--- src/rtl/drawing_slot_scheduler.sv ---
// Per-pixel scheduler for the shared sprite comparator/selector: scans enabled
// slots lowest-first, stops at the first hit, then issues one select and one store.
module drawing_slot_scheduler #(
  parameter int N_SLOTS = 8,
  parameter int SLOT_W  = 3
) (
  input  logic               i_clk,
  input  logic               i_reset,
  input  logic               i_pixel_start,
  input  logic               i_is_pixel,
  input  logic [N_SLOTS-1:0] i_slot_mask,
  input  logic               i_comp_hit,
  input  logic               i_clr_overrun,
  output logic               o_busy,
  output logic               o_comp_en,
  output logic [SLOT_W-1:0]  o_slot_idx,
  output logic               o_sel_en,
  output logic [SLOT_W-1:0]  o_sel_slot,
  output logic               o_sel_bg,
  output logic               o_px_valid,
  output logic               o_overrun
);

  localparam logic [2:0] S_IDLE    = 3'd0;
  localparam logic [2:0] S_ISSUE   = 3'd1;
  localparam logic [2:0] S_CAPTURE = 3'd2;
  localparam logic [2:0] S_SELECT  = 3'd3;
  localparam logic [2:0] S_STORE   = 3'd4;

  logic [2:0]         r_state;
  logic [N_SLOTS-1:0] r_mask;
  logic [SLOT_W-1:0]  r_idx;
  logic [SLOT_W-1:0]  r_sel_slot;
  logic               r_sel_bg;
  logic               r_busy;
  logic               r_comp_en;
  logic               r_sel_en;
  logic               r_px_valid;
  logic               r_overrun;

  logic               w_first_found;
  logic [SLOT_W-1:0]  w_first_idx;
  logic               w_up_found;
  logic [SLOT_W-1:0]  w_up_idx;
  logic               w_accept;
  logic               w_overrun_evt;
  logic [2:0]         w_next_state;
  logic [N_SLOTS-1:0] w_next_mask;
  logic [SLOT_W-1:0]  w_next_idx;
  logic [SLOT_W-1:0]  w_next_sel_slot;
  logic               w_next_sel_bg;

  // Lowest enabled slot of the incoming mask, and next enabled slot above r_idx.
  always_comb begin
    w_first_found = 1'b0;
    w_first_idx   = '0;
    w_up_found    = 1'b0;
    w_up_idx      = '0;
    for (int unsigned i = 0; i < N_SLOTS; i++) begin
      if (!w_first_found && i_slot_mask[SLOT_W'(i)]) begin
        w_first_found = 1'b1;
        w_first_idx   = SLOT_W'(i);
      end
      if (!w_up_found && r_mask[SLOT_W'(i)] && (SLOT_W'(i) > r_idx)) begin
        w_up_found = 1'b1;
        w_up_idx   = SLOT_W'(i);
      end
    end
  end

  always_comb begin
    w_accept      = i_pixel_start && i_is_pixel &&
                    ((r_state == S_IDLE) || (r_state == S_STORE));
    w_overrun_evt = i_pixel_start &&
                    ((r_state == S_ISSUE) || (r_state == S_CAPTURE) || (r_state == S_SELECT));
    w_next_state    = r_state;
    w_next_mask     = r_mask;
    w_next_idx      = r_idx;
    w_next_sel_slot = r_sel_slot;
    w_next_sel_bg   = r_sel_bg;
    case (r_state)
      S_IDLE, S_STORE: begin
        w_next_state = S_IDLE;
        if (w_accept) begin
          w_next_mask = i_slot_mask;
          if (w_first_found) begin
            w_next_state = S_ISSUE;
            w_next_idx   = w_first_idx;
          end else begin
            w_next_state    = S_SELECT;
            w_next_sel_slot = '0;
            w_next_sel_bg   = 1'b1;
          end
        end
      end
      S_ISSUE: begin
        if (w_overrun_evt) begin
          w_next_state    = S_SELECT;
          w_next_sel_slot = '0;
          w_next_sel_bg   = 1'b1;
        end else begin
          w_next_state = S_CAPTURE;
        end
      end
      S_CAPTURE: begin
        // An overrun abort takes precedence over a same-cycle hit.
        if (w_overrun_evt) begin
          w_next_state    = S_SELECT;
          w_next_sel_slot = '0;
          w_next_sel_bg   = 1'b1;
        end else if (i_comp_hit) begin
          w_next_state    = S_SELECT;
          w_next_sel_slot = r_idx;
          w_next_sel_bg   = 1'b0;
        end else if (w_up_found) begin
          w_next_state = S_ISSUE;
          w_next_idx   = w_up_idx;
        end else begin
          w_next_state    = S_SELECT;
          w_next_sel_slot = '0;
          w_next_sel_bg   = 1'b1;
        end
      end
      S_SELECT: w_next_state = S_STORE;
      default:  w_next_state = S_IDLE;
    endcase
  end

  // Strobes are registered from the next state so they align with the state visit.
  always_ff @(posedge i_clk) begin
    if (i_reset) begin
      r_state    <= S_IDLE;
      r_mask     <= '0;
      r_idx      <= '0;
      r_sel_slot <= '0;
      r_sel_bg   <= 1'b0;
      r_busy     <= 1'b0;
      r_comp_en  <= 1'b0;
      r_sel_en   <= 1'b0;
      r_px_valid <= 1'b0;
      r_overrun  <= 1'b0;
    end else begin
      r_state    <= w_next_state;
      r_mask     <= w_next_mask;
      r_idx      <= w_next_idx;
      r_sel_slot <= w_next_sel_slot;
      r_sel_bg   <= w_next_sel_bg;
      r_busy     <= (w_next_state == S_ISSUE) || (w_next_state == S_CAPTURE) ||
                    (w_next_state == S_SELECT);
      r_comp_en  <= (w_next_state == S_ISSUE);
      r_sel_en   <= (w_next_state == S_SELECT);
      r_px_valid <= (w_next_state == S_STORE);
      if (w_overrun_evt) begin
        r_overrun <= 1'b1;
      end else if (i_clr_overrun) begin
        r_overrun <= 1'b0;
      end
    end
  end

  assign o_busy     = r_busy;
  assign o_comp_en  = r_comp_en;
  assign o_slot_idx = r_idx;
  assign o_sel_en   = r_sel_en;
  assign o_sel_slot = r_sel_slot;
  assign o_sel_bg   = r_sel_bg;
  assign o_px_valid = r_px_valid;
  assign o_overrun  = r_overrun;

endmodule

--- config.mk ---
export PLATFORM = sky130hd
export DESIGN_NAME = drawing_slot_scheduler
export DESIGN_NICKNAME = d
export VERILOG_FILES = /design/src/rtl/drawing_slot_scheduler.sv
export SDC_FILE = /design/constraint.sdc
export NUM_CORES = 1
export LEC_CHECK = 0
export ABC_AREA = 1
export BUFFER_PORTS_ARGS = -buffer_cell sky130_fd_sc_hd__buf_2
export CORE_MARGIN = 2
export CORE_UTILIZATION = 55
export CTS_BUF_LIST = sky130_fd_sc_hd__clkbuf_2 sky130_fd_sc_hd__clkbuf_4 sky130_fd_sc_hd__clkbuf_8
export DETAILED_ROUTE_END_ITERATION = 12
export GPL_TIMING_DRIVEN = 0
export PLACE_DENSITY = 0.88
export SLEW_MARGIN = 20
export SYNTH_ARGS = -nofsm -noshare
export SYNTH_HDL_FRONTEND = slang
export SYNTH_SLANG_ARGS = --single-unit
--- constraint.sdc ---
create_clock -name i_clk -period 1.9 [get_ports i_clk]
set_clock_uncertainty 0.2 [all_clocks]
set_input_delay 0.19 -clock i_clk [delete_from_list [all_inputs] [get_ports i_clk]]
set_output_delay 0.19 -clock i_clk [all_outputs]
set_load 0.005 [all_outputs]
==> key figures, run 1 <==
Run status
  • Status: completed

Die
  • Die W: 50.5 microns
  • I/O pin count: 26
  • Die Height: 50.5 microns
  • Row count: 16
  • Core ar.: 0.00200 sq mm
  • Initial core utilization: 59.4%
  • Die area: 0.00255 sq mm

Detailed routing
  • DR vias/cell: 5.30
  • 1st-pass router iterations: 4
  • Final ANT Viol Nets: 0
  • Drt drc: 0
  • Post-Route WL: 2850 microns
  • Drt first-iter violations: 51
  • Routed wire length per instance: 11.7 microns
  • Via count: 1288

Layout
  • Area growth syn-to-layout: 27.4%
  • Fin area: 0.00151 sq mm
  • Core Util, Final: 75.6%
  • Final cell count without fillers: 243
  • Nets: 231
  • Fillers: 159
  • Ant diodes: 0
  • Layout cells sized above 1: 29.2%

Timing
  • Slew HR: 69.7%
  • Crit share post-route: 92.2%
  • Fin. Hold Viols: 0
  • Final Hold Slack: 64.0 ps
  • Unrepaired setup endpoints after global routing: false
  • Fmax: 0.571 GHz
  • Crit path time final: 1750 ps
  • Total Neg Setup Slack: 0 ps
  • Count of final setup violators: 0
  • PnR worst setup slack: 148 ps
  • Max Slew Vio Count: 0
  • Slew @ Worst Pin: 455 ps

Worst setup path
  • Reg2reg path depth: 11
  • Worst Path Required: 1890 ps
  • Data arrival, critical path: 1750 ps
  • Crit Reg-Reg Endpoint: o_slot_idx[0]
  • Most used cell, CP: nand2_1
  • Delay of the slowest cell on the worst path: 400 ps
  • CP endpoint: o_slot_idx[0]
  • Slowest CP cell: dfxtp_2
  • Crit path from: o_slot_idx[1]
  • Critical Path Fanout Max: 6
  • CP Class: reg2reg
  • CP startpoint kind: flop
  • CP Capture Type: flop
  • Sequence of cells on the critical path: inv_1 -> nand3_2 -> nand3_1 -> nor2_2 -> nand4_1 -> nand2_1 -> nand2_2 -> nand2_4 -> nand2_1 -> nand2_1 -> nor2_2
  • Worst R2R Start: o_slot_idx[1]
  • R2R Setup Slk: 150 ps

Power
  • Pint: 0.814 mW
  • Comb pwr share: 35.4%
  • Psw: 0.436 mW
  • Power Density: 826 mW/mm^2
  • Sequential share of power: 44.3%
  • Lkg Pwr: 0.774 nW
  • Net Sw Frac: 34.9%
  • IR drop worst, VDD: 0.574 mV
  • Total power draw: 1.25 mW
  • Clk pwr share: 20.3%

Placed design
  • # port buffers: 25
  • Placed cell area: 0.00135 sq mm
  • Dpl cells: 226
  • HPWL Detailed: 2170 microns
  • Dpl ws: 86.7 ps
  • Final Wtd Congestion: 0.878

Logic synthesis
  • Syn. warnings: 0
  • Top-area cell type share of the netlist area: 37.1%
  • Synth unique cells: 29
  • Total nets after synthesis: 188
  • Sequential fraction of the synthesis area: 37.1%
  • Mapped Area: 0.00119 sq mm
  • Yosys reg bits: 22
  • Synth area leader: dfxtp_1
  • Synth Instances: 174
  • Top post-synthesis cells by area: dfxtp_1 37%, nand2_1 11%, inv_1 8.2%
  • Post-Syn Area per Cell: 6.83 sq um

Clocking
  • Clk pin slew, worst setup/hold paths: 120 ps
  • CTS root buffer: clkbuf_4
  • CTS sink cnt: 22
  • Clock latency at the later pin of the worst-skew pair: 300 ps
  • Clock Path Buffers: 2
  • Total CTS buffers: 3
  • CTS H-tree lvls: 1
  • TritonCTS clock tree: built

Run
  • Max_cap viols: 0

GRT
  • Gr usage total: 24.2%
  • Pin count of the biggest net entering global routing: 13
  • First-pass GRT wire length: 4750 microns
  • Vias in the first global route: 1154
  • Antenna violations before repair: 0
  • Gr ovfl total: 0

Min path
  • Hold Crit Class: in2reg
==> layer usage <==
metal  up-vias  track usage [%]  part of all wire (%)
li1        639                -                     -
met1       582             26.4                    38
met2        65             47.6                    54
met3         2             5.36                   7.0
met4         0             3.60                  0.28
met5         -                0                     0
==> flip-flops by register name (all words and copies together), names as in the netlist <==
name and cells:
r_state 3, o_comp_en 1, o_busy 1, o_slot_idx 3
o_sel_bg 1, r_mask 7, o_overrun 1, o_sel_slot 3
o_sel_en 1, o_px_valid 1
==> power by group through the flow <==
stage | Sequential, mW | Combinational (mW) | Clock (mW)
after floorplan | 0.557 | 0.289 | 0
after global placement | 0.558 | 0.374 | 0
after detailed placement | 0.560 | 0.395 | 0
after CTS | 0.550 | 0.411 | 0.260
after global routing | 0.560 | 0.492 | 0.278
final | 0.554 | 0.442 | 0.254
==> cell usage in the layout (no fill, tap or decap), types with 7 or more instances in the layout <==
| master | netlist | layout |
|---|---|---|
| buf_2 | 2 | 27 |
| dfxtp_1 | 22 | 19 |
| nor2_1 | 18 | 17 |
| nand3_1 | 12 | 12 |
| nor2_2 | 6 | 7 |
| dlygate4sd3_1 | 0 | 9 |
| nand2_1 | 34 | 34 |
| o21ai_0 | 7 | 7 |
| a21oi_1 | 13 | 13 |
| inv_1 | 26 | 26 |
==> what timing repair did <==
item	CTS	global route
hold buffers	9	0
endpoints found under the hold margin	10	0
gates resized for setup	0	5
buffers inserted	0	4
endpoints found under the setup margin	0	3
==> layout make-up <==
class / instances / area (sq um) / share of cell area, %
Multi-Input combinational cell: 118 / 623 / 41.2
Tap cell: 27 / 33.8 / 2.23
Timing Repair Buffer: 38 / 245 / 16.2
Inverter: 31 / 118 / 7.77
Sequential cell: 22 / 444 / 29.3
Clock buffer: 4 / 36.3 / 2.40
Buffer: 3 / 13.8 / 0.909
==> synthesized netlist by cell type, drive strengths merged <==
library cell and count:
dfxtp 22, nand3 14, a21oi 14, o21a 1, a41oi 1, nand4 3
nor3 7, mux2i 1, clkbuf 1, nand2 38, nor2 25, o21ai 9
a31oi 2, inv 30, clkinv 1, a211oi 1, buf 2, or2 1
a22oi 1
==> how the worst min path moves through the flow <==
stage | cells after the start | slack [ps] | start | to
global placement | 2 | 210 | i_reset | o_px_valid
detailed placement | 2 | 220 | i_reset | o_px_valid
global route | 3 | 80 | i_slot_mask[7] | r_mask[7]
CTS | 3 | 50 | i_slot_mask[7] | r_mask[7]
floorplan | 1 | 70 | i_reset | o_px_valid
finish | 3 | 60 | i_slot_mask[7] | r_mask[7]
==> logic make-up (layout without fill, tap and decap cells) <==
| logic type | after synthesis | after routing | synth area share [%] |
|---|---|---|---|
| compound gates | 29 | 29 | 13.7 |
| buf+inv | 34 | 76 | 11.1 |
| flops | 22 | 22 | 37.1 |
| mux | 1 | 1 | 0.842 |
| simple gates | 88 | 88 | 37.4 |
==> worst max-delay path: cells and delay by family (launching register included) <==
family | cells | cell delay (ps)
buf+inv | 1 | 80
simple gates | 10 | 960
flops | 1 | 400
Power figures use the tool's default switching activity.
==> run 2, diff against run 1 <==
--- a/config.mk
+++ b/config.mk
@@ -5,9 +5,8 @@
 export SDC_FILE = /design/constraint.sdc
 export NUM_CORES = 1
 export LEC_CHECK = 0
-export ABC_AREA = 1
 export BUFFER_PORTS_ARGS = -buffer_cell sky130_fd_sc_hd__buf_2
-export CORE_MARGIN = 2
+export CORE_MARGIN = 5
 export CORE_UTILIZATION = 55
 export CTS_BUF_LIST = sky130_fd_sc_hd__clkbuf_2 sky130_fd_sc_hd__clkbuf_4 sky130_fd_sc_hd__clkbuf_8
 export DETAILED_ROUTE_END_ITERATION = 12
==> key figures, run 2 <==
Run status
  • Status: completed (unchanged)

Logic synthesis
  • Most common cell in the netlist: dfxtp_1 (was nand2_1)
  • Most used DFF post-synth: dfxtp_1 (unchanged)
  • Post-Syn Area per Cell: 8.00 sq um (was 6.83 sq um)
  • Syn. warnings: 0 (unchanged)
  • Sequential fraction of the synthesis area: 38.5% (was 37.1%)
  • Post-Synth Simple-Gate Area: 26.1% (was 37.4%)
  • Yosys reg bits: 22 (unchanged)
  • Most frequent cells after synthesis: 22 x dfxtp_1, 18 x a21oi_1, 17 x nand2_1, 14 x nor2_1 (was 34 x nand2_1, 26 x inv_1, 22 x dfxtp_1, 18 x nor2_1, 13 x a21oi_1)
  • Synth unique cells: 39 (was 29)
  • XOR/XNOR Fraction of Synth Area: 0% (unchanged)
  • Async SR Flop Fraction: 0% (unchanged)
  • Mapped Area: 0.00114 sq mm (was 0.00119 sq mm)
  • Synth area leader: dfxtp_1 (unchanged)
  • Synth Instances: 143 (was 174)
  • Synth Area in Adders: 0% (unchanged)
  • Compound-Gate Fraction of Synth Area: 28.9% (was 13.7%)
  • Largest family of logic cells by synthesized area: compound AO/OA/AOI/OAI gates (was simple AND/OR/NAND/NOR gates)
  • Total nets after synthesis: 157 (was 188)
  • Post-synth EDFFs: 0 (unchanged)
  • Top-area cell type share of the netlist area: 38.5% (was 37.1%)
  • Top post-synthesis cells by area: dfxtp_1 39%, a21oi_1 7.9%, nand2_1 5.6% (was dfxtp_1 37%, nand2_1 11%, inv_1 8.2%)
  • Mux cell area share after synthesis: 0.875% (was 0.842%)

Timing
  • Max Slew Vio Count: 0 (unchanged)
  • Fmax: 0.530 GHz (was 0.571 GHz)
  • Fin. Hold Viols: 0 (unchanged)
  • Slew HR: 57.0% (was 69.7%)
  • Unrepaired setup endpoints after global routing: true (was false)
  • Final Hold Slack: 51.1 ps (was 64.0 ps)
  • Total Neg Setup Slack: 0 ps (unchanged)
  • Count of final setup violators: 0 (unchanged)
  • Slew @ Worst Pin: 640 ps (was 455 ps)
  • Crit path time final: 1890 ps (was 1750 ps)
  • Crit share post-route: 99.4% (was 92.2%)

Layout
  • Layout cells sized above 1: 41.1% (was 29.2%)
  • Ant diodes: 0 (unchanged)
  • Most frequent cells in the layout: 25 x buf_2, 16 x nand2_1, 16 x dfxtp_1 (was 34 x nand2_1, 27 x buf_2, 26 x inv_1)
  • Fillers: 96 (was 159)
  • Biggest register: r_mask (unchanged)
  • Register area: 453 sq um (was 444 sq um)
  • Area growth syn-to-layout: 48.6% (was 27.4%)
  • Commonest non-fill, non-tap cell in the layout: buf_2 (was nand2_1)
  • Area of the multi-input gates: 802 sq um (was 623 sq um)
  • Max reg flops: 7 (unchanged)
  • Nets: 205 (was 231)

GRT
  • Vias in the first global route: 1211 (was 1154)
  • Pin count of the biggest net entering global routing: 13 (unchanged)
  • Gr ovfl total: 0 (unchanged)
  • Gr usage total: 21.1% (was 24.2%)
  • Antenna violations before repair: 0 (unchanged)
  • First-pass GRT wire length: 5400 microns (was 4750 microns)

Detailed routing
  • Post-Route WL: 3910 microns (was 2850 microns)
  • 1st-pass router iterations: 5 (was 4)
  • Final ANT Viol Nets: 0 (unchanged)
  • Routed wire length per instance: 18.0 microns (was 11.7 microns)
  • Drt first-iter violations: 56 (was 51)
  • DR vias/cell: 6.22 (was 5.30)
  • Via count: 1350 (was 1288)
  • Drt drc: 0 (unchanged)

Die
  • Die Height: 55.6 microns (was 50.5 microns)
  • Row count: 16 (unchanged)
  • I/O pin count: 26 (unchanged)
  • Initial core utilization: 57.7% (was 59.4%)
  • Die area: 0.00309 sq mm (was 0.00255 sq mm)
  • Die W: 55.6 microns (was 50.5 microns)
  • Core ar.: 0.00198 sq mm (was 0.00200 sq mm)

Placed design
  • # port buffers: 25 (unchanged)
  • Final Wtd Congestion: 0.878 (about the same)
  • HPWL Detailed: 2010 microns (was 2170 microns)

Power
  • IR drop worst, VDD: 0.652 mV (was 0.574 mV)
  • Lkg Pwr: 0.664 nW (was 0.774 nW)
  • Power Density: 751 mW/mm^2 (was 826 mW/mm^2)

Clocking
  • Clock latency at the later pin of the worst-skew pair: 320 ps (was 300 ps)
  • TritonCTS clock tree: built (unchanged)
  • CTS H-tree lvls: 1 (unchanged)
  • Clk pin slew, worst setup/hold paths: 130 ps (was 120 ps)
  • Clock Path Buffers: 2 (unchanged)
  • Total CTS buffers: 3 (unchanged)
  • CTS sink cnt: 22 (unchanged)
  • CTS root buffer: clkbuf_4 (unchanged)

Run
  • Max_cap viols: 0 (unchanged)

Worst setup path
  • CP startpoint kind: flop (unchanged)
  • CP Capture Type: flop (unchanged)
  • Data arrival, critical path: 1920 ps (was 1750 ps)
  • CP Class: reg2reg (unchanged)
  • Critical Path Fanout Max: 7 (was 6)
  • Worst Path Required: 1930 ps (was 1890 ps)

Min path
  • Hold Crit Class: in2reg (unchanged)
[run 2: stage by stage]
stage / util [%] / setup slack [ps] / std cells / total power, mW / cell area (sq um)
CTS: 76.8 / 5.09 / 214 / 1.15 / 1520
finish: 85.7 / 12.0 / 217 / 1.28 / 1700
global route: 85.7 / -62.5 / 217 / 1.33 / 1700
floorplan: - / 34.4 / 143 / 0.741 / 1140
global placement: 65.7 / -170 / 195 / 0.823 / 1300
detailed placement: 65.7 / -226 / 195 / 0.836 / 1300
[run 2: power breakdown]
group	switching (mW)	leakage, nW	internal [mW]
registers	0.0393	0.182	0.503
logic	0.254	0.460	0.212
clock network	0.150	0.0210	0.117
total	0.443	0.664	0.833
[run 2: critical path, cell delays in order (launching register included)]
cell	delay, ps
dfxtp_4	400
nand4bb_1	190
clkbuf_8	160
a21oi_4	160
a2bb2oi_4	190
o21ai_4	100
and2_1	170
a311oi_1	230
[run 2: worst paths after layout]
check                       from            end  slack [ps]  depth (start not counted)
setup reg to reg      r_state[0]  o_slot_idx[2]          10                          7
setup / recovery      r_state[0]  o_slot_idx[2]          10                          7
hold reg to reg    o_sel_slot[0]  o_sel_slot[0]         300                          1
hold / removal    i_slot_mask[0]  o_slot_idx[0]          50                          3
[run 2: logic make-up (layout without fill, tap and decap cells)]
kind of cell | count (synthesis) | count (layout)
compound gates | 50 | 50
mux | 1 | 1
simple gates | 56 | 56
buf+inv | 14 | 61
flops | 22 | 22
[run 2: layout make-up]
| class | count | share of cell area, % |
|---|---|---|
| multi-input combinational | 107 | 47.2 |
| sequential | 22 | 26.7 |
| timing repair buffer | 45 | 17.9 |
| buffer | 6 | 2.58 |
| clock buffer | 4 | 2.14 |
| tap | 27 | 1.99 |
| inverter | 6 | 1.55 |
[run 2: timing repair]
action,CTS,global route
setup endpoints to repair,11,10
pin swaps,5,15
hold endpoints to repair,11,0
gates resized for setup,15,37
hold buffers,10,0
buffers inserted,5,5
[run 2: per-layer routing]
metal | GRT usage, % | up-vias | wire (microns)
met5 | 0 | - | 0
li1 | - | 615 | -
met4 | 9.38 | 0 | 75
met3 | 4.64 | 11 | 317
met2 | 34.6 | 84 | 1890
met1 | 26.3 | 640 | 1630
==> run 3, diff against run 2 <==
--- a/config.mk
+++ b/config.mk
@@ -6,7 +6,8 @@
 export NUM_CORES = 1
 export LEC_CHECK = 0
 export BUFFER_PORTS_ARGS = -buffer_cell sky130_fd_sc_hd__buf_2
-export CORE_MARGIN = 5
+export CAP_MARGIN = 10
+export CORE_MARGIN = 2
 export CORE_UTILIZATION = 55
 export CTS_BUF_LIST = sky130_fd_sc_hd__clkbuf_2 sky130_fd_sc_hd__clkbuf_4 sky130_fd_sc_hd__clkbuf_8
 export DETAILED_ROUTE_END_ITERATION = 12
==> key figures, run 3 (synthesized netlist as in run 2, its figures left out) <==
Die
  • Core ar.: 0.00196 sq mm (was 0.00198 sq mm)
  • Row count: 16 (unchanged)
  • Die W: 49.6 microns (was 55.6 microns)
  • Initial core utilization: 58.3% (was 57.7%)
  • I/O pin count: 26 (unchanged)
  • Die Height: 49.6 microns (was 55.6 microns)
  • Die area: 0.00246 sq mm (was 0.00309 sq mm)

Worst setup path
  • Worst Path Required: 1930 ps (about the same)
  • CP startpoint kind: flop (unchanged)
  • Sequence of cells on the critical path: buf_6 -> clkinvlp_4 -> a211oi_2 -> o21ai_2 -> o21bai_1 -> a21oi_2 -> a221oi_1 (was nand4bb_1 -> clkbuf_8 -> a21oi_4 -> a2bb2oi_4 -> o21ai_4 -> and2_1 -> a311oi_1)
  • Worst R2R Start: o_slot_idx[2] (was r_state[0])
  • Delay of the slowest cell on the worst path: 360 ps (was 400 ps)
  • CP Capture Type: flop (unchanged)
  • CP endpoint: o_busy (was o_slot_idx[2])
  • Slowest CP cell: dfxtp_2 (was dfxtp_4)
  • R2R Setup Slk: -100 ps (was 10 ps)
  • Crit path from: o_slot_idx[2] (was r_state[0])
  • Critical Path Fanout Max: 8 (was 7)
  • CP Class: reg2reg (unchanged)
  • Reg2reg path depth: 7 (unchanged)
  • Crit Reg-Reg Endpoint: o_busy (was o_slot_idx[2])
  • Data arrival, critical path: 2030 ps (was 1920 ps)

Clocking
  • Total CTS buffers: 3 (unchanged)
  • CTS sink cnt: 22 (unchanged)
  • Clock latency at the later pin of the worst-skew pair: 320 ps (about the same)
  • Clk pin slew, worst setup/hold paths: 120 ps (was 130 ps)
  • Clock Path Buffers: 2 (unchanged)
  • CTS root buffer: clkbuf_4 (unchanged)
  • CTS H-tree lvls: 1 (unchanged)
  • TritonCTS clock tree: built (unchanged)

Detailed routing
  • Drt first-iter violations: 66 (was 56)
  • DR vias/cell: 6.01 (was 6.22)
  • Post-Route WL: 3510 microns (was 3910 microns)
  • Drt drc: 0 (unchanged)
  • Routed wire length per instance: 16.1 microns (was 18.0 microns)
  • Final ANT Viol Nets: 0 (unchanged)
  • 1st-pass router iterations: 4 (was 5)
  • Via count: 1310 (was 1350)

Placed design
  • Placed cell area: 0.00130 sq mm (unchanged)
  • Final Wtd Congestion: 0.911 (was 0.878)
  • # port buffers: 25 (unchanged)
  • Dpl ws: -207 ps (was -226 ps)
  • Dpl cells: 195 (unchanged)
  • HPWL Detailed: 1960 microns (was 2010 microns)

Run status
  • Status: finished with violations (was completed)
  • Failing checks: setup timing

GRT
  • Pin count of the biggest net entering global routing: 13 (unchanged)
  • Gr ovfl total: 0 (unchanged)
  • Gr usage total: 26.8% (was 21.1%)
  • Antenna violations before repair: 0 (unchanged)
  • Vias in the first global route: 1181 (was 1211)
  • First-pass GRT wire length: 5100 microns (was 5400 microns)

Power
  • Pint: 0.818 mW (was 0.833 mW)
  • IR drop worst, VDD: 0.571 mV (was 0.652 mV)
  • Net Sw Frac: 33.7% (was 34.7%)
  • Psw: 0.416 mW (was 0.443 mW)
  • Lkg Pwr: 0.651 nW (was 0.664 nW)
  • Power Density: 765 mW/mm^2 (was 751 mW/mm^2)
  • Sequential share of power: 42.9% (was 42.5%)
  • Comb pwr share: 35.6% (was 36.5%)
  • Total power draw: 1.23 mW (was 1.28 mW)
  • Clk pwr share: 21.5% (was 20.9%)

Layout
  • Area of the multi-input gates: 719 sq um (was 802 sq um)
  • Ant diodes: 0 (unchanged)
  • Final cell count without fillers: 218 (was 217)
  • Layout cells sized above 1: 34.0% (was 41.1%)
  • Area growth syn-to-layout: 41.0% (was 48.6%)
  • Register area: 444 sq um (was 453 sq um)
  • Core Util, Final: 82.2% (was 85.7%)
  • Fillers: 134 (was 96)
  • Nets: 206 (was 205)
  • Biggest register: r_mask (unchanged)
  • Fin area: 0.00161 sq mm (was 0.00170 sq mm)
  • Most frequent cells in the layout: 26 x buf_2, 19 x dfxtp_1, 17 x nand2_1 (was 25 x buf_2, 16 x nand2_1, 16 x dfxtp_1)
  • Commonest non-fill, non-tap cell in the layout: buf_2 (unchanged)
  • Max reg flops: 7 (unchanged)

Min path
  • Hold Crit Class: in2reg (unchanged)
  • Worst hold start: i_slot_mask[0] (unchanged)

Timing
  • Total Neg Setup Slack: -502 ps (was 0 ps)
  • Max Slew Vio Count: 0 (unchanged)
  • Final Hold Slack: 103 ps (was 51.1 ps)
  • Fmax: 0.501 GHz (was 0.530 GHz)
  • Crit path time final: 2000 ps (was 1890 ps)
  • Fin. Hold Viols: 0 (unchanged)
  • Slew HR: 57.0% (about the same)
  • PnR worst setup slack: -97.5 ps (was 12.0 ps)
  • Count of final setup violators: 8 (was 0)
  • Unrepaired setup endpoints after global routing: true (unchanged)
  • Slew @ Worst Pin: 639 ps (was 640 ps)
  • Crit share post-route: 105% (was 99.4%)

Run
  • Max_cap viols: 0 (unchanged)
run 3: cell count changes in the layout (fill, tap and decap cells not counted), moves of 2 or more:
cell     before  now
a21oi_2       5    3
dfxtp_4       2    0
dfxtp_1      16   19
a21oi_1      12   15
run 3: final cells by class:
| type | instances | share of cell area [%] |
|---|---|---|
| inverters | 6 | 1.63 |
| plain buffers | 8 | 3.72 |
| multi-input cells | 107 | 44.6 |
| clock buffers | 4 | 2.25 |
| flip-flops and latches | 22 | 27.5 |
| well taps | 27 | 2.09 |
| repair buffers | 44 | 18.2 |
run 3: worst min path at each step:
| stage | end | slack (ps) | cells past startpoint |
|---|---|---|---|
| CTS | o_slot_idx[1] | 30 | 4 |
| detailed placement | r_state[0] | 240 | 2 |
| floorplan | r_state[0] | 70 | 1 |
| global placement | r_state[0] | 240 | 2 |
| global route | o_slot_idx[1] | 100 | 4 |
| finish | o_slot_idx[0] | 100 | 3 |
run 3: power groups by stage:
| stage | Clock [mW] | Sequential [mW] | Combinational (mW) |
|---|---|---|---|
| 2_1_floorplan | 0 | 0.533 | 0.209 |
| 3_3_place_gp | 0 | 0.532 | 0.292 |
| 3_5_place_dp | 0 | 0.534 | 0.302 |
| 4_1_cts | 0.267 | 0.525 | 0.359 |
| 5_1_grt | 0.281 | 0.535 | 0.471 |
| 6_report | 0.266 | 0.530 | 0.439 |
run 3: routing by layer:
metal | GRT usage, % | vias to the layer above | wire [microns]
met3 | 5.15 | 19 | 267
met2 | 44.2 | 78 | 1710
li1 | - | 622 | -
met5 | 0 | - | 0
met4 | 13.0 | 0 | 146
met1 | 33.3 | 591 | 1390
run 3: worst max-delay path, delay by kind of cell, from the launching register on:
| kind | cells | cell delay [ps] |
|---|---|---|
| AOI/OAI and AO/OA | 5 | 1060 |
| buffers and inverters | 2 | 280 |
| DFF | 1 | 360 |
run 3: timing repair:
item                                   in CTS  in global routing
buffers inserted                            5                  4
pin swaps                                   6                  9
endpoints found under the hold margin      11                  0
setup endpoints to repair                  11                 11
resized for setup                          12                 18
hold buffers                               10                  0
